### config.mk
export PLATFORM = sky130hd
export DESIGN_NAME = vga_timing_gen_flat
export DESIGN_NICKNAME = d
export VERILOG_FILES = /design/src/rtl/vga_timing_gen_if.sv /design/src/rtl/vga_timing_gen.sv /design/src/flat_wrapper.sv
export SDC_FILE = /design/constraint.sdc
export NUM_CORES = 1
export LEC_CHECK = 0
export BUFFER_PORTS_ARGS = -buffer_cell sky130_fd_sc_hd__buf_2
export CAP_MARGIN = 20
export CORE_ASPECT_RATIO = 0.9
export CORE_MARGIN = 2
export CORE_UTILIZATION = 58
export DETAILED_ROUTE_END_ITERATION = 6
export GPL_ROUTABILITY_DRIVEN = 0
export PLACE_DENSITY_LB_ADDON = 0.25
export REMOVE_ABC_BUFFERS = 1
export SLEW_MARGIN = 40
export SYNTH_ARGS = -nofsm -noshare
export SYNTH_HDL_FRONTEND = slang
export SYNTH_SLANG_ARGS = --single-unit
### constraint.sdc
create_clock -name clk -period 4.4 [get_ports clk]
set_input_delay 0.22 -clock clk [delete_from_list [all_inputs] [get_ports clk]]
set_output_delay 0.22 -clock clk [all_outputs]
set_load 0.02 [all_outputs]
### src/rtl/vga_timing_gen_if.sv
// Raster timing bundle from vga_timing_gen to the pixel generator and the VGA pins.
// The master drives every signal and the slave observes them.
interface vga_timing_gen_if;
    logic       pclk_en;
    logic [9:0] h_cnt;
    logic [9:0] v_cnt;
    logic       valid;
    logic       hsync;
    logic       vsync;
    logic       frame_start;

    modport master (
        output pclk_en,
        output h_cnt,
        output v_cnt,
        output valid,
        output hsync,
        output vsync,
        output frame_start
    );

    modport slave (
        input pclk_en,
        input h_cnt,
        input v_cnt,
        input valid,
        input hsync,
        input vsync,
        input frame_start
    );
endinterface

### src/rtl/vga_timing_gen.sv
// 640x480@60 raster timing: pixel-rate divider, h/v counters, sync/valid decode and frame pulse.
// Build option VGA_PIPE_ALIGN_EN delays valid/hsync/vsync by PIPE_DLY ticks; otherwise they have no lag.
module vga_timing_gen #(
    parameter int unsigned CLK_DIV  = 4,
    parameter int unsigned H_VIS    = 640,
    parameter int unsigned H_FP     = 16,
    parameter int unsigned H_SYNC   = 96,
    parameter int unsigned H_BP     = 48,
    parameter int unsigned V_VIS    = 480,
    parameter int unsigned V_FP     = 10,
    parameter int unsigned V_SYNC   = 2,
    parameter int unsigned V_BP     = 33,
    parameter int unsigned PIPE_DLY = 1
) (
    input  logic             clk,
    input  logic             rst_n,
    vga_timing_gen_if.master vga
);

    localparam int unsigned H_TOTAL = H_VIS + H_FP + H_SYNC + H_BP;
    localparam int unsigned V_TOTAL = V_VIS + V_FP + V_SYNC + V_BP;
    localparam int unsigned DIV_W   = (CLK_DIV > 1) ? $clog2(CLK_DIV) : 1;

    localparam logic [DIV_W-1:0] DIV_LAST = DIV_W'(CLK_DIV - 1);
    localparam logic [9:0] H_LAST   = 10'(H_TOTAL - 1);
    localparam logic [9:0] V_LAST   = 10'(V_TOTAL - 1);
    localparam logic [9:0] H_VIS_C  = 10'(H_VIS);
    localparam logic [9:0] V_VIS_C  = 10'(V_VIS);
    localparam logic [9:0] HS_FIRST = 10'(H_VIS + H_FP);
    localparam logic [9:0] HS_LAST  = 10'(H_VIS + H_FP + H_SYNC - 1);
    localparam logic [9:0] VS_FIRST = 10'(V_VIS + V_FP);
    localparam logic [9:0] VS_LAST  = 10'(V_VIS + V_FP + V_SYNC - 1);

    // Sync bundle packing is {vis, hs, vs}; idle means blanked with both syncs deasserted.
    localparam logic [2:0] SYNC_IDLE = 3'b011;

    if (CLK_DIV < 1 || H_TOTAL > 1024 || V_TOTAL > 1024 || PIPE_DLY < 1 || PIPE_DLY > 4)
    begin : g_param_check
        $error("vga_timing_gen: illegal parameter set");
    end

    function automatic logic [2:0] sync_decode(input logic [9:0] h, input logic [9:0] v);
        logic vis;
        logic hs;
        logic vs;
        vis = (h < H_VIS_C) && (v < V_VIS_C);
        hs  = !((h >= HS_FIRST) && (h <= HS_LAST));
        vs  = !((v >= VS_FIRST) && (v <= VS_LAST));
        return {vis, hs, vs};
    endfunction

    logic [DIV_W-1:0] div_q, div_d;
    logic             pclk_en_q, pclk_en_d;
    logic [9:0]       h_q, h_d;
    logic [9:0]       v_q, v_d;
    logic             fs_q, fs_d;
    logic             h_wrap, v_wrap;
    logic [2:0]       sync_out;

    // Divider: pclk_en is registered so it stays low through reset even when CLK_DIV is 1.
    always_comb begin
        div_d     = (div_q == DIV_LAST) ? '0 : div_q + DIV_W'(1);
        pclk_en_d = (div_d == DIV_LAST);
    end

    always_comb begin
        h_wrap = (h_q == H_LAST);
        v_wrap = (v_q == V_LAST);
        h_d    = h_q;
        v_d    = v_q;
        if (pclk_en_q) begin
            h_d = h_wrap ? '0 : h_q + 10'd1;
            if (h_wrap) begin
                v_d = v_wrap ? '0 : v_q + 10'd1;
            end
        end
        fs_d = pclk_en_q && h_wrap && v_wrap;
    end

    always_ff @(posedge clk or negedge rst_n) begin
        if (!rst_n) begin
            div_q     <= '0;
            pclk_en_q <= 1'b0;
            h_q       <= '0;
            v_q       <= '0;
            fs_q      <= 1'b0;
        end else begin
            div_q     <= div_d;
            pclk_en_q <= pclk_en_d;
            h_q       <= h_d;
            v_q       <= v_d;
            fs_q      <= fs_d;
        end
    end

`ifdef VGA_PIPE_ALIGN_EN
    // Stage 0 captures the decode of the counters before they step, giving one tick of lag per stage.
    logic [2:0] pipe_q [PIPE_DLY];
    logic [2:0] pipe_d [PIPE_DLY];

    always_comb begin
        pipe_d[0] = sync_decode(h_q, v_q);
        for (int i = 1; i < int'(PIPE_DLY); i++) begin
            pipe_d[i] = pipe_q[i-1];
        end
    end

    always_ff @(posedge clk or negedge rst_n) begin
        if (!rst_n) begin
            for (int i = 0; i < int'(PIPE_DLY); i++) begin
                pipe_q[i] <= SYNC_IDLE;
            end
        end else if (pclk_en_q) begin
            pipe_q <= pipe_d;
        end
    end

    assign sync_out = pipe_q[PIPE_DLY-1];
`else
    // Decoding the next counter values keeps the syncs in step with the counters on the same tick.
    logic [2:0] sync_q, sync_d;

    always_comb begin
        sync_d = sync_decode(h_d, v_d);
    end

    always_ff @(posedge clk or negedge rst_n) begin
        if (!rst_n) begin
            sync_q <= SYNC_IDLE;
        end else if (pclk_en_q) begin
            sync_q <= sync_d;
        end
    end

    assign sync_out = sync_q;
`endif

    assign vga.pclk_en     = pclk_en_q;
    assign vga.h_cnt       = h_q;
    assign vga.v_cnt       = v_q;
    assign vga.valid       = sync_out[2];
    assign vga.hsync       = sync_out[1];
    assign vga.vsync       = sync_out[0];
    assign vga.frame_start = fs_q;

endmodule

### src/flat_wrapper.sv
// flat-port wrapper written by rule: the top's interface ports become plain ports
module vga_timing_gen_flat 
#(
    parameter int unsigned CLK_DIV  = 4,
    parameter int unsigned H_VIS    = 640,
    parameter int unsigned H_FP     = 16,
    parameter int unsigned H_SYNC   = 96,
    parameter int unsigned H_BP     = 48,
    parameter int unsigned V_VIS    = 480,
    parameter int unsigned V_FP     = 10,
    parameter int unsigned V_SYNC   = 2,
    parameter int unsigned V_BP     = 33,
    parameter int unsigned PIPE_DLY = 1
)
  (clk, rst_n, vga_pclk_en, vga_h_cnt, vga_v_cnt, vga_valid, vga_hsync, vga_vsync, vga_frame_start);
  vga_timing_gen_if vga_i ();
  input  logic clk;
  input  logic rst_n;
  output wire logic [$bits(vga_i.pclk_en)-1:0] vga_pclk_en;
  output wire logic [$bits(vga_i.h_cnt)-1:0] vga_h_cnt;
  output wire logic [$bits(vga_i.v_cnt)-1:0] vga_v_cnt;
  output wire logic [$bits(vga_i.valid)-1:0] vga_valid;
  output wire logic [$bits(vga_i.hsync)-1:0] vga_hsync;
  output wire logic [$bits(vga_i.vsync)-1:0] vga_vsync;
  output wire logic [$bits(vga_i.frame_start)-1:0] vga_frame_start;
  assign vga_pclk_en = vga_i.pclk_en;
  assign vga_h_cnt = vga_i.h_cnt;
  assign vga_v_cnt = vga_i.v_cnt;
  assign vga_valid = vga_i.valid;
  assign vga_hsync = vga_i.hsync;
  assign vga_vsync = vga_i.vsync;
  assign vga_frame_start = vga_i.frame_start;
  vga_timing_gen #(.CLK_DIV(CLK_DIV), .H_VIS(H_VIS), .H_FP(H_FP), .H_SYNC(H_SYNC), .H_BP(H_BP), .V_VIS(V_VIS), .V_FP(V_FP), .V_SYNC(V_SYNC), .V_BP(V_BP), .PIPE_DLY(PIPE_DLY)) u_core (.clk(clk), .rst_n(rst_n), .vga(vga_i));
endmodule
# Word level (Yosys, flattened, before mapping)

Index checks and enable logic that the tools add are counted.

Flip-flop bits (word level): 27
Bits in latches: 0
Bits in writable memories: 0
Bits in read-only memories: 0
Output and inout port bits: 25
Memories: 0

Add/sub/neg operators: 3
Multiply operators: 0
Divide/modulo/power cells: 0
Magnitude comparators: 6
Eq/ne operators: 4
Shift operators: 0
Muxes and demuxes: 6
Bitwise operators: 0
Reduce and logical (&&, ||, !) cells: 7

Operator list:

| operator                                             | count |
|---|---|
| 2-to-1 mux 10 bit                                    | 5 |
| adder 10 x 1 -> 10 bit, second input constant        | 2 |
| equality test 10 bit, second input constant          | 2 |
| >= comparator 10 bit, second input constant          | 1 |
| >= comparator 10 x 9 -> 1 bit, second input constant | 1 |
| <= comparator 10 bit, second input constant          | 1 |
| <= comparator 10 x 9 -> 1 bit, second input constant | 1 |
| < comparator 10 bit, second input constant           | 1 |
| < comparator 10 x 9 -> 1 bit, second input constant  | 1 |
| logical AND 1 bit                                    | 5 |
| equality test 2 bit, second input constant           | 2 |
| adder 2 x 1 -> 2 bit, second input constant          | 1 |
| logical NOT 1 bit                                    | 2 |
| 2-to-1 mux 2 bit                                     | 1 |

# Logic depth before layout (Yosys ltp)

Gate-level depths: netlist of run 1.

Word-level depth: 7
Depth in mapped cells: 8

# Worst setup path after synthesis of run 1

Ideal clock, no wire load.

Kind: register to register
Start point: register u_core.h_q[0], in the netlist u_core.vga.h_cnt[0]
End point: register u_core.sync_q[2], in the netlist u_core.sync_out[2]
Arrival time: 2.175 ns
Required time: 4.272 ns
Slack: 2.097 ns
Cell stages (with the launch flop): 7
Buffers on the path: 0
Period minus slack after synthesis: 2.303 ns
Cells stage by stage: dfrtp_1 ha_1 nor4b_2 nand4_1 or3_1 a22oi_1 o41ai_1

Longest elaborated chain between the ends: 5
Elaborated cells between the ends (all ways): 9
Classes of those cells: add/sub (1); order compare (2); eq/ne (1); mux (4); reduce/logical (1)

RTL lines:

| what                                                                | line                                       | source |
|---|---|---|
| from (decl)                                                         | vga_timing_gen.sv:54                       | `logic [9:0] h_q, h_d;` |
| from (signal assigned)                                              | vga_timing_gen.sv:84                       | `h_q <= '0;` |
| from (signal assigned)                                              | vga_timing_gen.sv:90                       | `h_q <= h_d;` |
| adder 10 x 1 -> 10 bit or equality test 10 bit (tied branches)      | vga_timing_gen.sv:72, vga_timing_gen.sv:67 |  |
| 2-to-1 mux 10 bit (on tied branches)                                | vga_timing_gen.sv:72, vga_timing_gen.sv:73 |  |
| 2-to-1 mux 10 bit                                                   | vga_timing_gen.sv:71                       | `if (pclk_en_q) begin` |
| < comparator 10 bit or < comparator 10 x 9 -> 1 bit (tied branches) | vga_timing_gen.sv:46                       | `vis = (h < H_VIS_C) && (v < V_VIS_C);` |
| logical AND 1 bit *                                                 | vga_timing_gen.sv:46                       |  |
| to (signal assigned)                                                | vga_timing_gen.sv:131                      | `sync_q <= sync_d;` |
| to (decl)                                                           | vga_timing_gen.sv:121                      | `logic [2:0] sync_q, sync_d;` |

Every way passes the cells marked *; elsewhere a longest branch is shown, timed or not.
A chain may end at the register's enable or synchronous reset.

# Worst setup path in the final report of run 1

Start point: register u_core.h_q[0], in the netlist u_core.vga.h_cnt[0]
End point: register u_core.sync_q[0], in the netlist u_core.sync_out[0]

Longest elaborated chain between the ends: 6
Elaborated cells between the ends (all ways): 7
Classes of those cells: order compare (2); eq/ne (1); mux (2); reduce/logical (2)

RTL lines:

| what                                                                           | line                 | source |
|---|---|---|
| equality test 10 bit *                                                         | vga_timing_gen.sv:67 | `h_wrap = (h_q == H_LAST);` |
| 2-to-1 mux 10 bit *                                                            | vga_timing_gen.sv:73 | `if (h_wrap) begin` |
| 2-to-1 mux 10 bit *                                                            | vga_timing_gen.sv:71 |  |
| >= comparator 10 x 9 -> 1 bit or <= comparator 10 x 9 -> 1 bit (tied branches) | vga_timing_gen.sv:48 | `vs = !((v >= VS_FIRST) && (v <= VS_LAST));` |
| logical AND 1 bit *                                                            | vga_timing_gen.sv:48 |  |
| logical NOT 1 bit *                                                            | vga_timing_gen.sv:48 |  |

Marked as above.

==> flow_summary_export.csv, run 1 <==
group,metric,value,unit
synth,ys_seq_elements,27,
timing,timing.setup.tns,0,ns
floorplanning,io_pins,27,
setup_path,crit_type,"register to register",
grt,grt_pass1_wl,5230,um
setup_path,rrSetupSlack,1.81,ns
timing,rsz0062_at_grt,"false",
synth,syn_area_per_cell,9.53,um2
grt,grt_max_degree,28,
grt,gr-usage-met2,38.8,%
route,wirelength,3110,um
synth,yosysTopAreaCell,"dfrtp_1",
power_and_ir_drop,ir_worst_vdd,0.000203,V
setup_path,r2r_cells,6,
timing,fin_crit_sh,58.8,%
cells_and_area,finalNetCount,186,
cells_and_area,syn_to_final_growth,12.2,%
setup_path,reg2reg_from,"u_core.vga.h_cnt[0]",
floorplanning,die_w,56.8,um
setup_path,cpPeakStageDelay,0.53,ns
timing,period_minus_slack,2.59,ns
route,vias_per_cell,6.16,
synth,synthTopCellsByArea,"dfrtp_1 43%, ha_1 4.3%, nand2_1 3.9%, dfstp_2 3.6%, inv_1 3.3%",
cts,clk_latency,0.33,ns
setup_path,endpoint_kind,"register",
setup_path,required,4.66,ns
setup_path,crit_fanout,7,
synth,syn_inst,153,
synth,synth_cell_types,45,
grt,overflow,0,
timing,tightest_slew,0.627,ns
cts,cts_buffers,3,
power_and_ir_drop,powerDensity,222,nW/um2
cts,cts_tree,"built",
grt,grt_util_all_layers,22.8,%
timing,fmax,387,MHz
setup_path,path_cells,"ha_1 > nor4b_2 > nand4_1 > or3_1 > a22oi_1 > a41oi_2",
timing,finClkSkew,0.0128,ns
route,ant_nets,0,
synth,yosys.area.top_type_share,42.9,%
synth,ys_seq_area_share,46.5,%
setup_path,r2r_end,"u_core.sync_out[0]",
cells_and_area,layout-drive-gt1-share,20.2,%
route,drt-wirelength-per-cell,15.1,um
synth,yosys_warnings,0,
synth,netlist_area,1460,um2
outcome,outcome,"finished clean",
timing,slew_headroom,58.2,%
cts,clk_pin_slew,0.15,ns
placed_design,port-buffer-count,26,
route,drt_first_pass_iters,4,
timing,slew_violations,0,
setup_path,crit_buf_inv,0,
floorplanning,rows,17,
setup_path,cp_data_arrival_time,2.85,ns
floorplanning,die_h,51.6,um
route,via_count,1269,
cts,cts_max_level,1,
timing,hold_viol,0,
floorplanning,die-area,2930,um2
power_and_ir_drop,p_leak,0.809,nW
grt,met3_usage,2.49,%
setup_path,cp-start-kind,"register",
cts,ctsResizeCount,0,
cts,numClockSinks,27,
cells_and_area,final_cells,206,
route,route.detailed.drc,0,
cts,cts_root_buffer,"clkbuf_4",
timing,setup_viol,0,
placed_design,dp.cells,201,
grt,globalRouteMet1Util,30.6,%
synth,ys.flop_type,"dfrtp_1",
synth,synth_edf_count,0,
job,maxCapViolCount,0,
grt,antenna_found_initial,0,
cells_and_area,fill_cells,197,
synth,synthArstFlopShare,100,%
cts,clock_path_buffers,2,
min_path,min_path_type,"input pin to async pin",
floorplanning,core_area,2420,um2
cells_and_area,diodes,0,
setup_path,path_delay_family,"simple AND/OR/NAND/NOR gates",
setup_path,crit_slowest_cell,"nor4b_2",
floorplanning,initial_core_util,60.1,%
route,drt_iter0_drc,60,
placed_design,hpwl,2260,um
grt,grt_busiest_layer,"met2",
grt,grt_pass1_vias,1141,
## kinds of logic after synthesis
logic type / Yosys count / share of synthesized area, %
AO/OA/AOI/OAI: 30 / 15.1
XOR/XNOR: 7 / 4.21
adder cells (fa/ha/maj): 5 / 4.29
buffers and inverters: 19 / 5.06
flip-flops: 27 / 46.5
multiplexers: 1 / 0.687
AND/OR/NAND/NOR: 64 / 24.1
## area by class of cell
type	count	area [um2]	area share (%)
inverters	13	48.8	2.98
clock buffers	3	22.5	1.38
multi-input cells	107	706	43.2
clock inverters	1	5.00	0.306
flip-flops and latches	27	678	41.5
repair buffers	27	140	8.57
well taps	28	35.0	2.14
## placed cells by master (no fill, tap or decap), types with 2 or more instances in the layout
master    count
a21oi_1       3
a22oi_1       2
a41oi_1       2
and2_1        3
and3_1        5
buf_2        26
clkbuf_4      3
dfrtp_1      25
dfstp_2       2
ha_1          5
inv_1        13
nand2_1      15
nand3_1       9
nand4_1       7
nor2_1        7
nor3_1        4
o21a_1        2
o21ai_0       6
o21ai_1       2
or3_1         5
or4_1         2
xnor2_1       3
xor2_1        4
## through the flow
| stage | power [mW] | setup WS, ns | hold slack [ns] | cell area (um2) | util (%) |
|---|---|---|---|---|---|
| 6_report | 0.362 | 1.81 | 0.406 | 1640 | 67.4 |
| 5_1_grt | 0.374 | 1.57 | 0.469 | 1640 | 67.4 |
| 3_3_place_gp | 0.258 | 2.04 | 0.249 | 1600 | 65.9 |
| 3_5_place_dp | 0.258 | 1.85 | 0.263 | 1600 | 65.9 |
| 4_1_cts | 0.365 | 1.84 | 0.428 | 1640 | 67.4 |
| 2_1_floorplan | 0.253 | 2.10 | -0.0756 | 1430 | - |
## repair_timing
| action | in CTS | in global routing |
|---|---|---|
| hold endpoints to repair | 25 | 0 |
| hold buffers | 1 | 0 |
| setup buffers | 0 | 0 |
## synth_stat cells, types with 2 or more instances
library cell and number:
dfrtp_1 25, nand2_1 15, inv_1 13, nand3_1 9, nand4_1 7, nor2_1 7, o21ai_0 6, and3_1 5
ha_1 5, or3_1 5, nor3_1 4, xor2_1 4, a21oi_1 3, and2_1 3, clkbuf_1 3, xnor2_1 3
a22oi_1 2, a41oi_1 2, buf_2 2, dfstp_2 2, o21a_1 2, o21ai_1 2, or4_1 2
## registers in the layout (all words and copies together), names as in the netlist
signal,flops
u_core.vga.h_cnt,10
u_core.vga.v_cnt,10
u_core.sync_out,3
u_core.div_q,2
u_core.vga.frame_start,1
u_core.vga.pclk_en,1
## worst max-delay path by stage
stage	from	end	slack, ns	cells after the start
floorplan	u_core.vga.h_cnt[0]	u_core.sync_out[2]	2.10	6
global placement	u_core.vga.h_cnt[0]	u_core.sync_out[2]	2.04	6
detailed placement	u_core.vga.h_cnt[0]	u_core.sync_out[2]	1.85	6
CTS	u_core.vga.h_cnt[0]	u_core.sync_out[2]	1.84	6
global route	u_core.vga.h_cnt[0]	u_core.sync_out[2]	1.57	6
finish	u_core.vga.h_cnt[0]	u_core.sync_out[0]	1.81	6
## report_power, final
group	internal, mW	switching [mW]
clock network	0.0341	0.0742
registers	0.248	0
logic	0.000890	0.00471
## worst reg2reg max path, delay by kind of cell (launching register included)
kind                       cells  cell delay [ns]
AOI/OAI and AO/OA              2             0.41
adders and majority gates      1             0.34
DFF                            1             0.48
and+or+nand+nor                3             1.29
## per-layer routing
layer	vias to the layer above	wire, um
met1	601	1390
met4	0	68
met2	51	1480
li1	609	-
met5	-	0
met3	8	162
(Power assumes the default switching activity.)
==> run 2, diff against run 1 <==
--- a/config.mk
+++ b/config.mk
@@ -9,7 +9,7 @@
 export CAP_MARGIN = 20
 export CORE_ASPECT_RATIO = 0.9
 export CORE_MARGIN = 2
-export CORE_UTILIZATION = 58
+export CORE_UTILIZATION = 54
 export DETAILED_ROUTE_END_ITERATION = 6
 export GPL_ROUTABILITY_DRIVEN = 0
 export PLACE_DENSITY_LB_ADDON = 0.25
==> constraint.sdc (replaced) <==
create_clock -name clk -period 2.4 [get_ports clk]
set_input_delay 0.12 -clock clk [delete_from_list [all_inputs] [get_ports clk]]
set_output_delay 0.12 -clock clk [all_outputs]
set_load 0.02 [all_outputs]
==> run 2 against run 1 <==
The flow now finishes with violations (design-rule violations); register-to-register slack got worse by 1.7 ns; non-clock buffer count grew 5; global-route usage decreased by 0.50 points; utilization down 0.84 points; hold slack worse by 0.094 ns; maximum frequency up 14%; critical endpoint unchanged; largest cell class unchanged; largest power group unchanged.
==> flow_summary_export.csv, run 2 (same netlist as run 1, synthesis figures left out) <==
group,metric,value,unit
outcome,outcome,"finished, violations left",
outcome,violations,"design-rule violations",
route,wirelength,3020,um
placed_design,dpl_cell_area,1640,um2
route,route.detailed.drc,1,
setup_path,crit_type,"register to register",
setup_path,crit_slowest_cell,"or4_1",
placed_design,dp.cells,206,
power_and_ir_drop,power.switching,135,uW
grt,grt_pass1_wl,5300,um
timing,timing.setup.tns,0,ns
cts,clock_path_buffers,2,
timing,setup_viol,0,
timing,fmax,439,MHz
route,ant_nets,0,
timing,slew_headroom,60.6,%
timing,worst_hold_slack,0.313,ns
grt,grt_pass1_vias,1174,
cells_and_area,final_cells,211,
cts,clk_pin_slew,0.14,ns
timing,slew_violations,0,
timing,finClkSkew,0.00411,ns
power_and_ir_drop,combinationalPowerShare,1.5,%
timing,fin_crit_sh,94.9,%
cells_and_area,finalNetCount,191,
setup_path,required,2.65,ns
timing,period_minus_slack,2.28,ns
cts,clk_latency,0.32,ns
setup_path,crit_fanout,7,
power_and_ir_drop,sw_frac_of_total,20.6,%
power_and_ir_drop,pwr-share-clk,29.2,%
cells_and_area,seq_area,678,um2
setup_path,path_cells,"or4_1 > or4_1 > a32o_1 > and3_4 > a41oi_2",
power_and_ir_drop,p_leak,0.832,nW
route,vias_per_cell,5.98,
floorplanning,die_h,53.3,um
timing,tightest_slew,0.591,ns
cells_and_area,fill_cells,213,
cells_and_area,layout-drive-gt1-share,21.9,%
placed_design,hpwl,2340,um
grt,grt_util_all_layers,22.3,%
setup_path,cpPeakStageDelay,0.55,ns
cells_and_area,finalInstanceArea,1670,um2
placed_design,port-buffer-count,26,
cells_and_area,syn_to_final_growth,14.7,%
route,drt_first_pass_iters,7,
job,maxCapViolCount,0,
power_and_ir_drop,powerDensity,393,nW/um2
cells_and_area,multiInputGateArea,706,um2
route,via_count,1262,
cells_and_area,diodes,0,
floorplanning,die_w,58.8,um
cts,ctsResizeCount,0,
power_and_ir_drop,seqPwrFrac,69.3,%
timing,hold_viol,0,
min_path,min_path_type,"input pin to async pin",
grt,overflow,0,
floorplanning,rows,17,
floorplanning,die-area,3130,um2
cts,numClockSinks,27,
setup_path,crit_top_cell,"or4_1",
setup_path,rrSetupSlack,0.12,ns
floorplanning,io_pins,27,
grt,grt_max_degree,28,
timing,rsz0062_at_grt,"false",
cts,cts_tree,"built",
cts,cts_root_buffer,"clkbuf_4",
setup_path,cp-start-kind,"register",
route,drt-wirelength-per-cell,14.3,um
cts,cts_buffers,3,
power_and_ir_drop,intPower,522,uW
setup_path,cp_data_arrival_time,2.53,ns
setup_path,endpoint_kind,"register",
power_and_ir_drop,p_total,657,uW
route,drt_iter0_drc,56,
floorplanning,initial_core_util,58.1,%
grt,antenna_found_initial,0,
power_and_ir_drop,ir_worst_vdd,0.000329,V
floorplanning,core_area,2510,um2
cts,cts_max_level,1,
cells_and_area,layout_commonest_cell,"buf_2",
cells_and_area,mostFrequentLayoutCells,"26 x buf_2, 25 x dfrtp_1, 15 x nand2_1, 13 x inv_1, 9 x nand3_1",
run 2: cell count changes in the layout (fill, tap and decap cells not counted), sizes merged:
| cell | previous run | this run |
|---|---|---|
| clkinv | 1 | 0 |
| buf | 26 | 31 |
| clkbuf | 3 | 4 |
run 2: per-layer routing:
| layer | GRT usage (%) | vias to the layer above | share of wire [%] |
|---|---|---|---|
| met5 | 0 | - | 0 |
| li1 | - | 609 | - |
| met2 | 35.4 | 30 | 46 |
| met4 | 4.55 | 0 | 1.3 |
| met1 | 30.9 | 619 | 49 |
| met3 | 5.38 | 4 | 4.3 |
run 2: stage by stage:
step,worst slack [ns],utilization [%]
after floorplan,0.0973,-
after global placement,0.228,65.2
after CTS,0.130,66.6
after global routing,0.0206,66.6
final,0.123,66.6
after detailed placement,0.154,65.2
run 2: path summary, 6_finish.rpt:
| check | startpoint | end | cells after the start |
|---|---|---|---|
| max | u_core.vga.v_cnt[5] | u_core.sync_out[0] | 5 |
| min | rst_n | u_core.vga.v_cnt[7] | 2 |
| max reg2reg | u_core.vga.v_cnt[5] | u_core.sync_out[0] | 5 |
| min reg2reg | u_core.div_q[0] | u_core.div_q[0] | 1 |
| max in group asynchronous | rst_n | u_core.vga.h_cnt[4] | 2 |
| min in group clk | u_core.div_q[0] | u_core.div_q[0] | 1 |
run 2: cell type report:
type                       count  share of cell area [%]
multi-input combinational    107                    42.2
inverter                      13                    2.92
tap                           28                    2.10
clock buffer                   4                    1.57
sequential                    27                    40.6
timing repair buffer          32                    10.6
run 2: worst max-delay path: cells and delay by family, from the launching register on:
family	cells	cell delay (ns)
flops	1	0.47
compound gates	2	0.50
simple gates	3	1.24
run 2: power groups by stage:
stage / registers [mW] / logic (mW) / clock network, mW
after floorplan: 0.464 / 0.000000309 / 0
after global placement: 0.464 / 0.00945 / 0
after detailed placement: 0.464 / 0.00973 / 0
after CTS: 0.455 / 0.0109 / 0.198
after global routing: 0.455 / 0.0123 / 0.214
final: 0.455 / 0.0101 / 0.192
run 2: repair_timing:
| item | CTS | global route |
|---|---|---|
| setup buffers | 0 | 0 |
| hold buffers | 1 | 0 |
| endpoints found under the hold margin | 25 | 0 |
